`src/rtl/muldiv_pkg.sv`:
```
// Shared types and constants for the HI/LO multiply/divide sequencer.
package muldiv_pkg;

  localparam int ITER  = 32;
  localparam int CNT_W = 5;

  localparam logic [31:0] DBZ_LO = 32'hFFFF_FFFF;

  typedef enum logic [1:0] {
    OP_MULTU = 2'b00,
    OP_DIVU  = 2'b01,
    OP_MULT  = 2'b10,
    OP_DIV   = 2'b11
  } op_e;

  typedef enum logic [1:0] {
    IDLE = 2'd0,
    RUN  = 2'd1,
    FIX  = 2'd2,
    DONE = 2'd3
  } state_e;

  // Two's-complement negate when neg is set; used for magnitudes and sign fix-up.
  function automatic logic [31:0] neg_if(input logic [31:0] v, input logic neg);
    return neg ? (~v + 32'd1) : v;
  endfunction

endpackage

```
`src/rtl/muldiv_addsub.sv`:
```
// Shared 32-bit add/subtract datapath: Result = A + (B ^ {32{Sub}}) + Sub.
module addsub32 (
  input  logic [31:0] A,
  input  logic [31:0] B,
  input  logic        Sub,
  output logic [31:0] Result,
  output logic        CarryOut
);

  logic [32:0] sum;

  assign sum = {1'b0, A} + {1'b0, B ^ {32{Sub}}} + {32'd0, Sub};
  assign {CarryOut, Result} = sum;

endmodule

```
`src/rtl/muldiv_ctrl.sv`:
```
// Multi-cycle multiply/divide sequencer driving HI/LO over one shared adder.
// Signed MULT/DIV support is compiled in only when MULDIV_SIGNED_EN is defined.
//
// state | meaning
// IDLE  | waiting for start
// RUN   | 32 shift-add / restoring-subtract iterations
// FIX   | sign correction and HI/LO write
// DONE  | done pulse; start here is accepted back-to-back
module muldiv_ctrl
  import muldiv_pkg::*;
(
  input  logic        clk,
  input  logic        rst,
  input  logic        start,
  input  logic [1:0]  op,
  input  logic [31:0] a,
  input  logic [31:0] b,
  output logic        busy,
  output logic        done,
  output logic [31:0] hi,
  output logic [31:0] lo,
  output logic        div_by_zero
);

  state_e           state_q;
  logic [CNT_W-1:0] cnt_q;
  logic             div_q;
  logic             dz_q;
  logic             dz_wait_q;
  logic [31:0]      acc_q;
  logic [31:0]      wlo_q;
  logic [31:0]      opnd_q;
  logic             busy_q;
  logic             done_q;
  logic             dbz_q;
  logic [31:0]      hi_q;
  logic [31:0]      lo_q;

  op_e         op_in;
  logic        in_div;
  logic        in_dz;
  logic [31:0] a_mag;
  logic [31:0] b_mag;

  assign op_in  = op_e'(op);
  assign in_div = (op_in == OP_DIVU) || (op_in == OP_DIV);
  assign in_dz  = in_div && (b == 32'd0);

`ifdef MULDIV_SIGNED_EN
  logic in_signed;
  logic in_neg_a;
  logic in_neg_b;
  logic neg_q;
  logic neg_rem_q;

  assign in_signed = (op_in == OP_MULT) || (op_in == OP_DIV);
  assign in_neg_a  = in_signed & a[31];
  assign in_neg_b  = in_signed & b[31];
  assign a_mag     = neg_if(a, in_neg_a);
  assign b_mag     = neg_if(b, in_neg_b);
`else
  assign a_mag = a;
  assign b_mag = b;
`endif

  // Divide: acc_q is the remainder, wlo_q the quotient; multiply: acc_q:wlo_q is the product.
  logic [32:0] rem_sh;
  logic [31:0] add_a;
  logic [31:0] add_res;
  logic        add_co;

  assign rem_sh = {acc_q, wlo_q[31]};
  assign add_a  = div_q ? rem_sh[31:0] : acc_q;

  addsub32 u_addsub (
    .A        (add_a),
    .B        (opnd_q),
    .Sub      (div_q),
    .Result   (add_res),
    .CarryOut (add_co)
  );

  logic [32:0] mul_sum;
  logic        div_ok;
  logic [31:0] acc_d;
  logic [31:0] wlo_d;

  // rem_sh[32] set means the shifted remainder already exceeds any 32-bit divisor.
  always_comb begin
    mul_sum = wlo_q[0] ? {add_co, add_res} : {1'b0, acc_q};
    div_ok  = add_co | rem_sh[32];
    acc_d   = mul_sum[32:1];
    wlo_d   = {mul_sum[0], wlo_q[31:1]};
    if (div_q) begin
      acc_d = div_ok ? add_res : rem_sh[31:0];
      wlo_d = {wlo_q[30:0], div_ok};
    end
  end

  logic [63:0] prod_fix;
  logic [31:0] quot_fix;
  logic [31:0] rem_fix;

`ifdef MULDIV_SIGNED_EN
  assign prod_fix = neg_q ? (~{acc_q, wlo_q} + 64'd1) : {acc_q, wlo_q};
  assign quot_fix = neg_if(wlo_q, neg_q);
  assign rem_fix  = neg_if(acc_q, neg_rem_q);
`else
  assign prod_fix = {acc_q, wlo_q};
  assign quot_fix = wlo_q;
  assign rem_fix  = acc_q;
`endif

  always_ff @(posedge clk) begin
    if (rst) begin
      state_q   <= IDLE;
      cnt_q     <= '0;
      div_q     <= 1'b0;
      dz_q      <= 1'b0;
      dz_wait_q <= 1'b0;
      acc_q     <= '0;
      wlo_q     <= '0;
      opnd_q    <= '0;
      busy_q    <= 1'b0;
      done_q    <= 1'b0;
      dbz_q     <= 1'b0;
      hi_q      <= '0;
      lo_q      <= '0;
`ifdef MULDIV_SIGNED_EN
      neg_q     <= 1'b0;
      neg_rem_q <= 1'b0;
`endif
    end else begin
      case (state_q)
        IDLE, DONE: begin
          done_q <= 1'b0;
          if (start) begin
            state_q   <= in_dz ? FIX : RUN;
            cnt_q     <= '0;
            busy_q    <= 1'b1;
            dbz_q     <= 1'b0;
            div_q     <= in_div;
            dz_q      <= in_dz;
            dz_wait_q <= in_dz;
            // Raw dividend parked in acc_q so divide-by-zero can return it on hi.
            acc_q     <= in_dz ? a : 32'd0;
            wlo_q     <= in_div ? a_mag : b_mag;
            opnd_q    <= in_div ? b_mag : a_mag;
`ifdef MULDIV_SIGNED_EN
            neg_q     <= in_neg_a ^ in_neg_b;
            neg_rem_q <= in_neg_a;
`endif
          end else begin
            state_q <= IDLE;
          end
        end
        RUN: begin
          acc_q <= acc_d;
          wlo_q <= wlo_d;
          cnt_q <= cnt_q + 1'b1;
          if (cnt_q == CNT_W'(ITER - 1)) begin
            state_q <= FIX;
          end
        end
        FIX: begin
          // Divide-by-zero lingers one extra FIX cycle so done lands two edges after start.
          if (dz_wait_q) begin
            dz_wait_q <= 1'b0;
          end else begin
            state_q <= DONE;
            busy_q  <= 1'b0;
            done_q  <= 1'b1;
            if (dz_q) begin
              hi_q  <= acc_q;
              lo_q  <= DBZ_LO;
              dbz_q <= 1'b1;
            end else if (div_q) begin
              hi_q <= rem_fix;
              lo_q <= quot_fix;
            end else begin
              hi_q <= prod_fix[63:32];
              lo_q <= prod_fix[31:0];
            end
          end
        end
        default: state_q <= IDLE;
      endcase
    end
  end

  assign busy        = busy_q;
  assign done        = done_q;
  assign hi          = hi_q;
  assign lo          = lo_q;
  assign div_by_zero = dbz_q;

endmodule

```
`config.mk`:
```
export PLATFORM = sky130hd
export DESIGN_NAME = muldiv_ctrl
export DESIGN_NICKNAME = d
export VERILOG_FILES = /design/src/rtl/muldiv_pkg.sv /design/src/rtl/muldiv_addsub.sv /design/src/rtl/muldiv_ctrl.sv
export SDC_FILE = /design/constraint.sdc
export NUM_CORES = 1
export LEC_CHECK = 0
export ABC_AREA = 1
export CELL_PAD_IN_SITES_DETAIL_PLACEMENT = 0
export CELL_PAD_IN_SITES_GLOBAL_PLACEMENT = 1
export CORE_UTILIZATION = 37
export CTS_BUF_LIST = sky130_fd_sc_hd__clkbuf_8
export DETAILED_ROUTE_END_ITERATION = 16
export PLACE_DENSITY_LB_ADDON = 0.1
export RECOVER_POWER = 25
export SLEW_MARGIN = 15
export SYNTH_ARGS = -nofsm -noshare
export SYNTH_HDL_FRONTEND = slang
export SYNTH_SLANG_ARGS = --single-unit
```
`constraint.sdc`:
```
create_clock -name clk -period 2.8 [get_ports clk]
set_input_delay 0.56 -clock clk [delete_from_list [all_inputs] [get_ports clk]]
set_output_delay 0.56 -clock clk [all_outputs]
set_load 0.01 [all_outputs]
```
==> flow_metrics.tcl <==
set metrics [dict create \
    cts_num_sinks 173 \
    worst_pin_slew_ns 1.27 \
    crit_required_ns 3.18 \
    drt-total-wl_um 44900 \
    p_total_w 0.0157 \
    grt_overflow 0 \
    final_util_pct 53.0 \
    outcome "finished, violations left" \
    critPathMaxFanout 8 \
    final_cells 2514 \
    slew_headroom_pct 15.4 \
    initial_core_util_pct 38.0 \
    cts_tree "built" \
    core.rowCount 64 \
    final_cell_mix "359 x nand2_1, 265 x a21oi_1, 196 x o21ai_0" \
    maxCapViolations 0 \
    setup_slack_ns -0.194 \
    grt_pass1_vias 12700 \
    arrival_ns 3.38 \
    p_leak_nw 6.74 \
    setup_viol 34 \
    stdcell_area_um2 16400 \
    grt_pass1_wl_um 71000 \
    dp.final_hpwl_um 32300 \
    clk_path_buf_depth 2 \
    syn-num-nets 1964 \
    period_share_pct 107 \
    wl_per_cell_um 17.9 \
    clk_pin_slew_ns 0.10 \
    crit_type "flip-flop to flip-flop" \
    cts_hold_buf 0 \
    die_x_um 180 \
    powerDensity_nw_per_um2 960 \
    clock_skew_ns 0.0169 \
    track_usage_pct 27.7 \
    port_buffers 134 \
    drt-pass1-iter-count 5 \
    hold_viol 0 \
    yosys_warnings 0 \
    synth_area_um2 11700 \
    synthCells 1859 \
    drc_errors 0 \
    die_area_um2 32400 \
    die_h_um 180 \
    syn_avg_cell_area_um2 6.31 \
    grt_max_degree 104 \
    layout_commonest_cell "nand2_1" \
    final_nets 2211 \
    antennaDiodeCount 0 \
    insertion_delay_ns 0.51 \
    rsz0062_at_grt "yes" \
    violations "setup timing" \
    cts_buffers 17 \
    ys_seq_area_share_pct 29.5 \
    sequential_cell_area_um2 3470 \
    layout_min_cycle_time_ns 2.99 \
    viasPerCell 5.34 \
    dr_total_vias 13400 \
    yosysUniqueCellTypes 38 \
    peakVddDrop_mv 0.547 \
    slew_viol_final 0 \
    antenna_found_initial 1 \
    area_growth_pct 39.5 \
    h-tree-depth 4 \
    coreArea_um2 30900 \
    cp-end-kind "flip-flop" \
    drive_above_1_share_pct 21.7 \
    antenna_left 0 \
    hold_path.class "flip-flop to flip-flop" \
    fill_cells 3150 \
    place_congestion 0.968 \
    clock-root-buffer "clkbuf_8" \
    ys_seq_elements 173 \
    clock.fmax_ghz 0.334 \
    multi_input_area_um2 7960 \
    first_iter_violations 1030 \
    io_pins 136 \
    hold_ws_ns 0.465 \
    crit_path_start_kind "flip-flop" \
    placed_area_um2 14600 \
    dp.cells 2446 \
]
[synthesized netlist by cell type]
master | instances | share of area (%)
o21ai_0 | 222 | 9.5
buf_1 | 12 | 0.38
a31oi_1 | 2 | 0.11
nand2_4 | 2 | 0.19
buf_4 | 2 | 0.13
inv_4 | 2 | 0.11
nand3_4 | 1 | 0.15
o21bai_1 | 11 | 0.70
xor2_1 | 38 | 2.8
xnor2_1 | 8 | 0.60
o2111ai_1 | 1 | 0.075
o22ai_1 | 5 | 0.27
ha_1 | 35 | 3.7
inv_1 | 192 | 6.1
buf_6 | 3 | 0.29
nand3b_1 | 6 | 0.38
nor4_1 | 5 | 0.27
o21ai_1 | 10 | 0.43
dfxtp_1 | 173 | 30
nor2_2 | 5 | 0.27
nand2_2 | 6 | 0.32
buf_2 | 10 | 0.43
a211oi_1 | 2 | 0.13
clkbuf_1 | 95 | 3.0
nand4_1 | 9 | 0.48
o221ai_1 | 26 | 1.9
nand2_1 | 413 | 13
a21o_1 | 2 | 0.13
nor3_1 | 14 | 0.60
fa_1 | 1 | 0.17
nand3_1 | 97 | 4.1
a21oi_1 | 284 | 12
a221oi_1 | 1 | 0.075
nor2_1 | 105 | 3.4
a21oi_2 | 18 | 1.3
inv_2 | 3 | 0.096
o211ai_1 | 12 | 0.77
o21a_1 | 26 | 1.7
[critical path, stage by stage (launching register included)]
cell,delay (ns)
dfxtp_4,0.40
buf_8,0.15
buf_12,0.15
buf_12,0.16
xor2_2,0.29
ha_4,0.27
nand2_4,0.08
inv_2,0.04
a21oi_2,0.15
nand2_2,0.09
a21oi_4,0.21
nand3_4,0.18
inv_8,0.10
buf_12,0.10
buf_12,0.12
a21oi_2,0.05
nand2_1,0.06
nand3_1,0.06
nand2_1,0.13
a21oi_2,0.06
[layer usage]
layer / track usage [%] / wire length (µm) / vias to the layer above
li1: - / - / 6682
met5: 0 / 13 / -
met3: 4.18 / 2590 / 41
met1: 40.5 / 22400 / 6301
met2: 41.8 / 19200 / 400
met4: 7.83 / 663 / 2
[metrics by stage]
| stage | TNS [ns] | worst slack (ns) |
|---|---|---|
| CTS | -1.81 | -0.107 |
| global placement | -3.65 | -0.193 |
| global route | -8.48 | -0.305 |
| floorplan | 0 | 0.00194 |
| detailed placement | -4.03 | -0.175 |
| finish | -4.35 | -0.194 |
[worst paths after layout]
kind	end	cells past startpoint	slack [ns]	from
min reg2reg	acc_q[6]	2	0.47	acc_q[6]
max reg2reg	acc_q[25]	19	-0.19	div_q
min	acc_q[6]	2	0.47	acc_q[6]
max	acc_q[25]	19	-0.19	div_q
[power by group]
group          leakage (nW)  internal [W]  total, W  switching, W
Combinational          5.11       0.00427    0.0100       0.00577
Sequential             1.42       0.00316   0.00371      0.000557
Clock                 0.212      0.000933   0.00197       0.00104
[cells by family (layout without fill, tap and decap cells)]
logic type	Yosys count	count (layout)	share of synthesized area, %
xor gates and xnor gates	46	46	3.43
buffers and inverters	319	578	10.6
and+or+nand+nor	663	663	23.4
adders and majority gates	36	36	3.90
AOI/OAI and AO/OA	622	622	29.2
DFF	173	173	29.5
[flip-flops by register name (all words and copies together), names as in the netlist]
signal and flops:
acc_q 32, busy 1, cnt_q 5, div_by_zero 1
div_q 1, done 1, dz_q 1, dz_wait_q 1
hi 32, lo 32, opnd_q 32, quot_fix 32
state_q 2
[area by class of cell]
type                       instances  share of cell area [%]
timing repair buffer             350                    20.0
tap                              396                    3.03
clock buffer                      19                    1.60
sequential                       173                    21.2
clock inverter                    12                   0.978
multi-input combinational       1367                    48.6
inverter                         197                    4.58
[what timing repair did]
action | 4_1_cts | 5_1_grt
hold endpoints to repair | 0 | 0
endpoints found under the setup margin | 32 | 33
cloned | 5 | 1
setup buffers | 23 | 14
pin swaps | 63 | 42
gates resized for setup | 148 | 99
Power figures use the tool's default switching activity.
